--- src/rtl/product_accumulator.sv ---
// product_accumulator
//    Accumulate stage behind the N-bit multiplier. A job starts with a product
//    count (len), takes that many 2N-bit unsigned products over a valid/ready
//    handshake, and sums them modulo 2^ACC_W. The sum and a sticky overflow
//    flag are then offered over a valid/ready handshake.
//
// Ports
//    clk         clock, rising edge
//    rst         asynchronous reset, active high
//    start, len  job request and product count, sampled only in IDLE
//    prod_valid, prod_ready, product   product input handshake
//    acc_valid, acc_ready, acc_out     result output handshake
//    overflow    sticky carry-out of the accumulator for the current job
//    busy        high whenever the block is not in IDLE
//
// State | meaning
// IDLE  | waiting for start; previous result and overflow remain readable
// ACCUM | accepting products, remaining counts down to the last one
// HOLD  | result presented until acc_ready
module product_accumulator #(
   parameter int N     = 4,
   parameter int ACC_W = 12,
   parameter int LEN_W = 8
) (
   input  logic             clk,
   input  logic             rst,
   input  logic             start,
   input  logic [LEN_W-1:0] len,
   input  logic             prod_valid,
   output logic             prod_ready,
   input  logic [2*N-1:0]   product,
   output logic             acc_valid,
   input  logic             acc_ready,
   output logic [ACC_W-1:0] acc_out,
   output logic             overflow,
   output logic             busy
);

   typedef enum logic [1:0] {IDLE, ACCUM, HOLD} state_t;

   state_t           state;
   logic [LEN_W-1:0] remaining;
   logic [ACC_W:0]   sum_ext;

   // One extra bit captures the carry out of the ACC_W-bit accumulator.
   assign sum_ext = {1'b0, acc_out} + {{(ACC_W + 1 - 2*N){1'b0}}, product};

   // Handshake outputs depend on registered state only.
   assign prod_ready = (state == ACCUM);
   assign acc_valid  = (state == HOLD);
   assign busy       = (state != IDLE);

   always_ff @(posedge clk or posedge rst) begin
      if (rst) begin
         state     <= IDLE;
         acc_out   <= '0;
         overflow  <= 1'b0;
         remaining <= '0;
      end else begin
         case (state)
            IDLE: begin
               if (start) begin
                  acc_out   <= '0;
                  overflow  <= 1'b0;
                  remaining <= len;
                  state     <= (len == '0) ? HOLD : ACCUM;
               end
            end
            ACCUM: begin
               if (prod_valid) begin
                  acc_out   <= sum_ext[ACC_W-1:0];
                  if (sum_ext[ACC_W])
                     overflow <= 1'b1;
                  remaining <= remaining - LEN_W'(1);
                  if (remaining == LEN_W'(1))
                     state <= HOLD;
               end
            end
            HOLD: begin
               if (acc_ready)
                  state <= IDLE;
            end
            default: state <= IDLE;
         endcase
      end
   end

endmodule

--- config.mk ---
export PLATFORM = sky130hd
export DESIGN_NAME = product_accumulator
export DESIGN_NICKNAME = d
export VERILOG_FILES = /design/src/rtl/product_accumulator.sv
export SDC_FILE = /design/constraint.sdc
export NUM_CORES = 1
export LEC_CHECK = 0
export CAP_MARGIN = 20
export CORE_MARGIN = 3
export CORE_UTILIZATION = 40
export DETAILED_ROUTE_END_ITERATION = 8
export PLACE_DENSITY_LB_ADDON = 0.12
export RECOVER_POWER = 100
export REMOVE_ABC_BUFFERS = 1
export SLEW_MARGIN = 25
export SYNTH_ARGS = -nofsm -noshare
export SYNTH_HDL_FRONTEND = slang
export SYNTH_SLANG_ARGS = --single-unit
--- constraint.sdc ---
create_clock -name clk -period 2.4 [get_ports clk]
set_input_delay 0.48 -clock clk [delete_from_list [all_inputs] [get_ports clk]]
set_output_delay 0.48 -clock clk [all_outputs]
set_load 0.05 [all_outputs]
-- Yosys cells after proc, flatten, opt, wreduce, memory -nomap -nowiden
Index checks and enable logic that the tools add are counted.
- bits in registers: 23
- logic and storage cells: 37
- input port bits: 21
- mux-type cells: 16
- equality and inequality tests: 8
- add/subtract/negate cells: 2
- reduce and logical (&&, ||, !) cells: 7
- operators by type and width (cell ; number):
    $mux 12 ; 2
    $pmux 12 s2 ; 1
    $mux 8 ; 2
    $pmux 8 s2 ; 1
    $add 12x8->13 ; 1
    $mux 2 ; 5
    $eq 8x1->1 const B ; 1
    $logic_not 8->1 ; 1
    $reduce_and 4->1 ; 2
    $sub 8x1->8 const B ; 1
    $ne 2x1->1 const B ; 3
    $pmux 2 s3 ; 1
    $ne 2x2->1 const B ; 2
    $reduce_bool 2->1 ; 2
    $mux 1 ; 3
    $reduce_and 3->1 ; 1
    $eq 2x1->1 const B ; 1
    $eq 2x2->1 const B ; 1
    $logic_not 2->1 ; 1
    $pmux 1 s2 ; 1

-- Longest topological paths before layout
- depth after elaboration: 4
- mapped depth: 7
- mapped depth without buffers: 7

-- Worst setup path before layout
OpenSTA, ideal clock, no wires.
- kind: reg-to-reg
- start: register acc_out[0]
- end: register acc_out[8]
- stages on the path, launching flop included: 8
- setup time: 0.142 ns
- required time: 2.258 ns
- period minus slack after synthesis: 2.191 ns
- buffers on the path: 0
- arrival time: 2.049 ns
- setup slack: 0.209 ns
- path through: dfrtp_1 > ha_1 > fa_1 > a211oi_1 > o21ai_0 > nand3_1 > xor2_1 > nor2_1
- cells in the longest elaborated chain, start to end: 3
- ends and longest elaborated chain (element ; RTL line ; text):
    start: declaration ; 34 ; output logic [ACC_W-1:0] acc_out,
    start signal: assignment ; 71 ; acc_out <= sum_ext[ACC_W-1:0];
    $add 12x8->13 ; 46 ; assign sum_ext = {1'b0, acc_out} + {{(ACC_W + 1 - 2*N){1'b0}}, product};
    $mux 12 ; 70 ; if (prod_valid) begin
    $pmux 12 s2 ; 60 ; case (state)
No other way between the ends. The select of a mux whose other input is x is not followed.
A chain may end at the register's enable or synchronous reset.

-- Worst setup path after layout
- start: input product[0]
- end: register acc_out[6]
- cells in the longest elaborated chain, start to end: 3
- ends and longest elaborated chain (element ; RTL line ; text):
    start: declaration ; 31 ; input logic [2*N-1:0] product,
    $add 12x8->13 ; 46 ;
    $mux 12 ; 70 ;
    $pmux 12 s2 ; 60 ;
No other way between the ends. The select of a mux whose other input is x is not followed.

==> flow_metrics.py <==
metrics = {
    "route": {
        "routedWlPerCell_microns": 13.91,
        "met1_length_microns": 1891,
        "dr.max_layer_used": "met4",
        "first_pass_iters": 5,
        "viasPerCell": 5.413,
        "postRouteAntennaNets": 0,
        "wl_met3_microns": 132,
        "drt_iter0_markers": 84,
        "wirelength_microns": 3672,
        "dr_wl_met2_microns": 1630,
        "drc_errors": 0,
        "vias": 1429,
    },
    "hold_path": {
        "worstHoldPathType": "register to register",
    },
    "placement": {
        "placement.io_buffers": 36,
        "post-place-ws_ps": -220.8,
        "placed_area_sq_um": 2016,
        "place_hpwl_microns": 2829,
        "gp_congestion": 0.8315,
        "dp_cells": 260,
    },
    "synth": {
        "synth_largest_area_cell": "dfrtp_1",
        "synth_common_cells": "27 x o21ai_0, 23 x dfrtp_1, 14 x a21oi_1, 14 x nand2_1, 14 x nor2_1",
        "ys_warn_count": 0,
        "synth_edf_count": 0,
        "synth_most_common_cell": "o21ai_0",
        "seq_area_frac_synth_pct": 38.62,
        "async_flop_share_pct": 100.0,
        "syn_avg_cell_area_sq_um": 8.923,
        "synthTopCellsByArea": "dfrtp_1 39%, o21ai_0 9.1%, ha_1 8.4%",
        "synth_top_area_share_pct": 38.62,
        "yosysUniqueCellTypes": 39,
        "synth_seq_cells": 23,
        "netlist_area_sq_um": 1490,
        "synthesis.instances": 167,
        "synth_flop_cell": "dfrtp_1",
    },
    "cts": {
        "cts_setup_buffers": 0,
        "root_buffer": "clkbuf_8",
        "cts-htree-levels": 1,
        "max-clock-path-buffers": 2,
        "clkTransAtPathRegs_ps": 80,
        "cts_buffers": 3,
        "clock_insertion_delay_worst_skew_ps": 260,
        "cts_tree": "done",
        "hold_buffers": 0,
        "cts.sinks": 23,
    },
    "cells_and_area": {
        "antennaDiodeCount": 0,
        "fillers": 322,
        "drive_above_1_share_pct": 11.93,
        "final_nets": 251,
        "stdcell_area_sq_um": 2043,
        "area_growth_syn_to_layout_pct": 37.11,
        "finalNonFillerCells": 264,
    },
    "timing": {
        "slew_headroom_pct": 15.58,
        "worst_pin_slew_ps": 1266,
        "min_period_over_period_pct": 94.52,
        "setup_slack_ps": 131.6,
        "hold_viol_final": 0,
        "min_period_ps": 2268,
        "slew_viol_final": 0,
        "setup_tns_ps": 0,
        "setup_viol": 0,
        "fin_worst_skew_ps": 4.886,
        "clock.fmax_mhz": 440.8,
    },
    "die": {
        "start_util_pct": 42.97,
        "core_area_sq_um": 3468,
        "die_w_microns": 67.04,
        "rows": 21,
        "die_area_sq_um": 4494,
        "pin_count": 37,
        "chipHeight_microns": 67.04,
    },
    "grt": {
        "grt_pass1_vias": 1426,
        "grt_pass1_wl_microns": 6506,
        "grt_max_degree": 25,
        "grt_use_total_pct": 18.60,
        "antenna_found_initial": 0,
        "grt_overflow_total": 0,
    },
    "pwr": {
        "combPwrFrac_pct": 64.4,
        "swShare_pct": 49.60,
        "p_sw_uw": 1316,
        "leakagePower_uw": 0.0008935,
        "finalPower_uw": 2653,
        "clockPowerShare_pct": 9.0,
        "power_frac_seq_pct": 26.6,
        "internal_power_uw": 1337,
        "irDropWorstVdd_mv": 0.6103,
        "pwr_density_cell_nw_per_um2": 1298,
    },
    "run_status": {
        "outcome": "finished, final reports clean",
    },
    "worst_setup_path": {
        "worst-path-max-fanout": 3,
        "crit_chain": "clkdlybuf4s50_1 -> ha_1 -> fa_1 -> a211oi_2 -> o21bai_1 -> a21oi_1 -> xor2_1 -> o21ai_0",
        "critPathRequiredTime_ps": 2540,
        "crit_path_start_kind": "primary input",
        "path_delay_family": "compound AO/OA/AOI/OAI gates",
        "cpPeakStageDelay_ps": 440,
        "worst-path-buf-inv": 1,
        "crit_path_end_kind": "register",
        "slowest_stage": "fa_1",
        "worstSetupPathType": "primary input to register",
        "arrival_ps": 2410,
    },
    "run": {
        "maxCapViolations": 0,
    },
}
[per-layer routing]
layer	GRT usage, %	vias up
li1	-	732
met2	28.96	30
met1	26.76	665
met3	3.710	2
met5	0	-
met4	3.038	0
[sequential cells by signal (all words and copies together), names as in the netlist]
register,cells
state,2
overflow,1
remaining,8
acc_out,12
[path summary, 6_finish.rpt]
kind | start | endpoint | slack, ps | cells past startpoint
worst min-delay path | overflow$_DFFE_PP0P_ | overflow$_DFFE_PP0P_ | 490 | 1
max in group asynchronous | rst | acc_out[4]$_DFFE_PP0P_ | 590 | 3
worst min register to register | overflow$_DFFE_PP0P_ | overflow$_DFFE_PP0P_ | 490 | 1
worst max-delay path | product[0] | acc_out[6]$_DFFE_PP0P_ | 130 | 8
min in group asynchronous | rst | remaining[5]$_DFFE_PP0P_ | 1060 | 3
worst max register to register | acc_out[0]$_DFFE_PP0P_ | acc_out[6]$_DFFE_PP0P_ | 380 | 7
[cell usage in the layout (no fill, tap or decap), types with 3 or more instances in the layout]
cell type / synthesis / routed
clkdlybuf4s50_1: 0 / 23
o21ai_0: 27 / 27
dlygate4sd3_1: 0 / 12
nor4_1: 7 / 7
a21oi_1: 14 / 14
a211oi_1: 4 / 3
nand2_1: 14 / 14
clkbuf_1: 4 / 3
nor2_1: 14 / 14
xor2_1: 4 / 4
buf_4: 0 / 13
o21bai_1: 3 / 3
clkbuf_8: 0 / 3
a22oi_1: 3 / 3
or3_1: 3 / 3
inv_1: 4 / 4
nor3_1: 5 / 5
ha_1: 10 / 10
dfrtp_1: 23 / 23
[power groups by stage]
stage / logic [uW] / clock network [uW] / registers (uW)
CTS: 1770 / 251 / 709
global placement: 1730 / 0 / 703
floorplan: 905 / 0 / 936
detailed placement: 1760 / 0 / 715
finish: 1710 / 238 / 707
global route: 1900 / 263 / 738
[through the flow]
step	hold slack [ps]	util, %
floorplan	471.3	-
global placement	475.4	58.12
detailed placement	483.5	58.12
CTS	502.7	59.42
global route	512.7	58.91
finish	488.5	58.91
[layout make-up]
cell class                 count  area (sq um)  area share, %
clock buffer                   4         45.04          2.205
timing repair buffer          51         460.4          22.54
sequential                    23         575.6          28.17
inverter                       4         15.01         0.7348
tap                           46         57.56          2.817
multi-input combinational    136         889.6          43.54
[cell families after synthesis]
group | synth area share (%)
AOI/OAI and AO/OA | 24.85
and+or+nand+nor | 21.83
DFF | 38.62
adders and majority gates | 9.740
buffers and inverters | 2.015
xor gates and xnor gates | 2.939
[repair_timing]
item                                    in CTS  in global routing
gates resized for setup                      0                  1
endpoints found under the hold margin        0                  0
endpoints found under the setup margin       0                  4
Note: power is estimated with default switching activity, not from simulation.
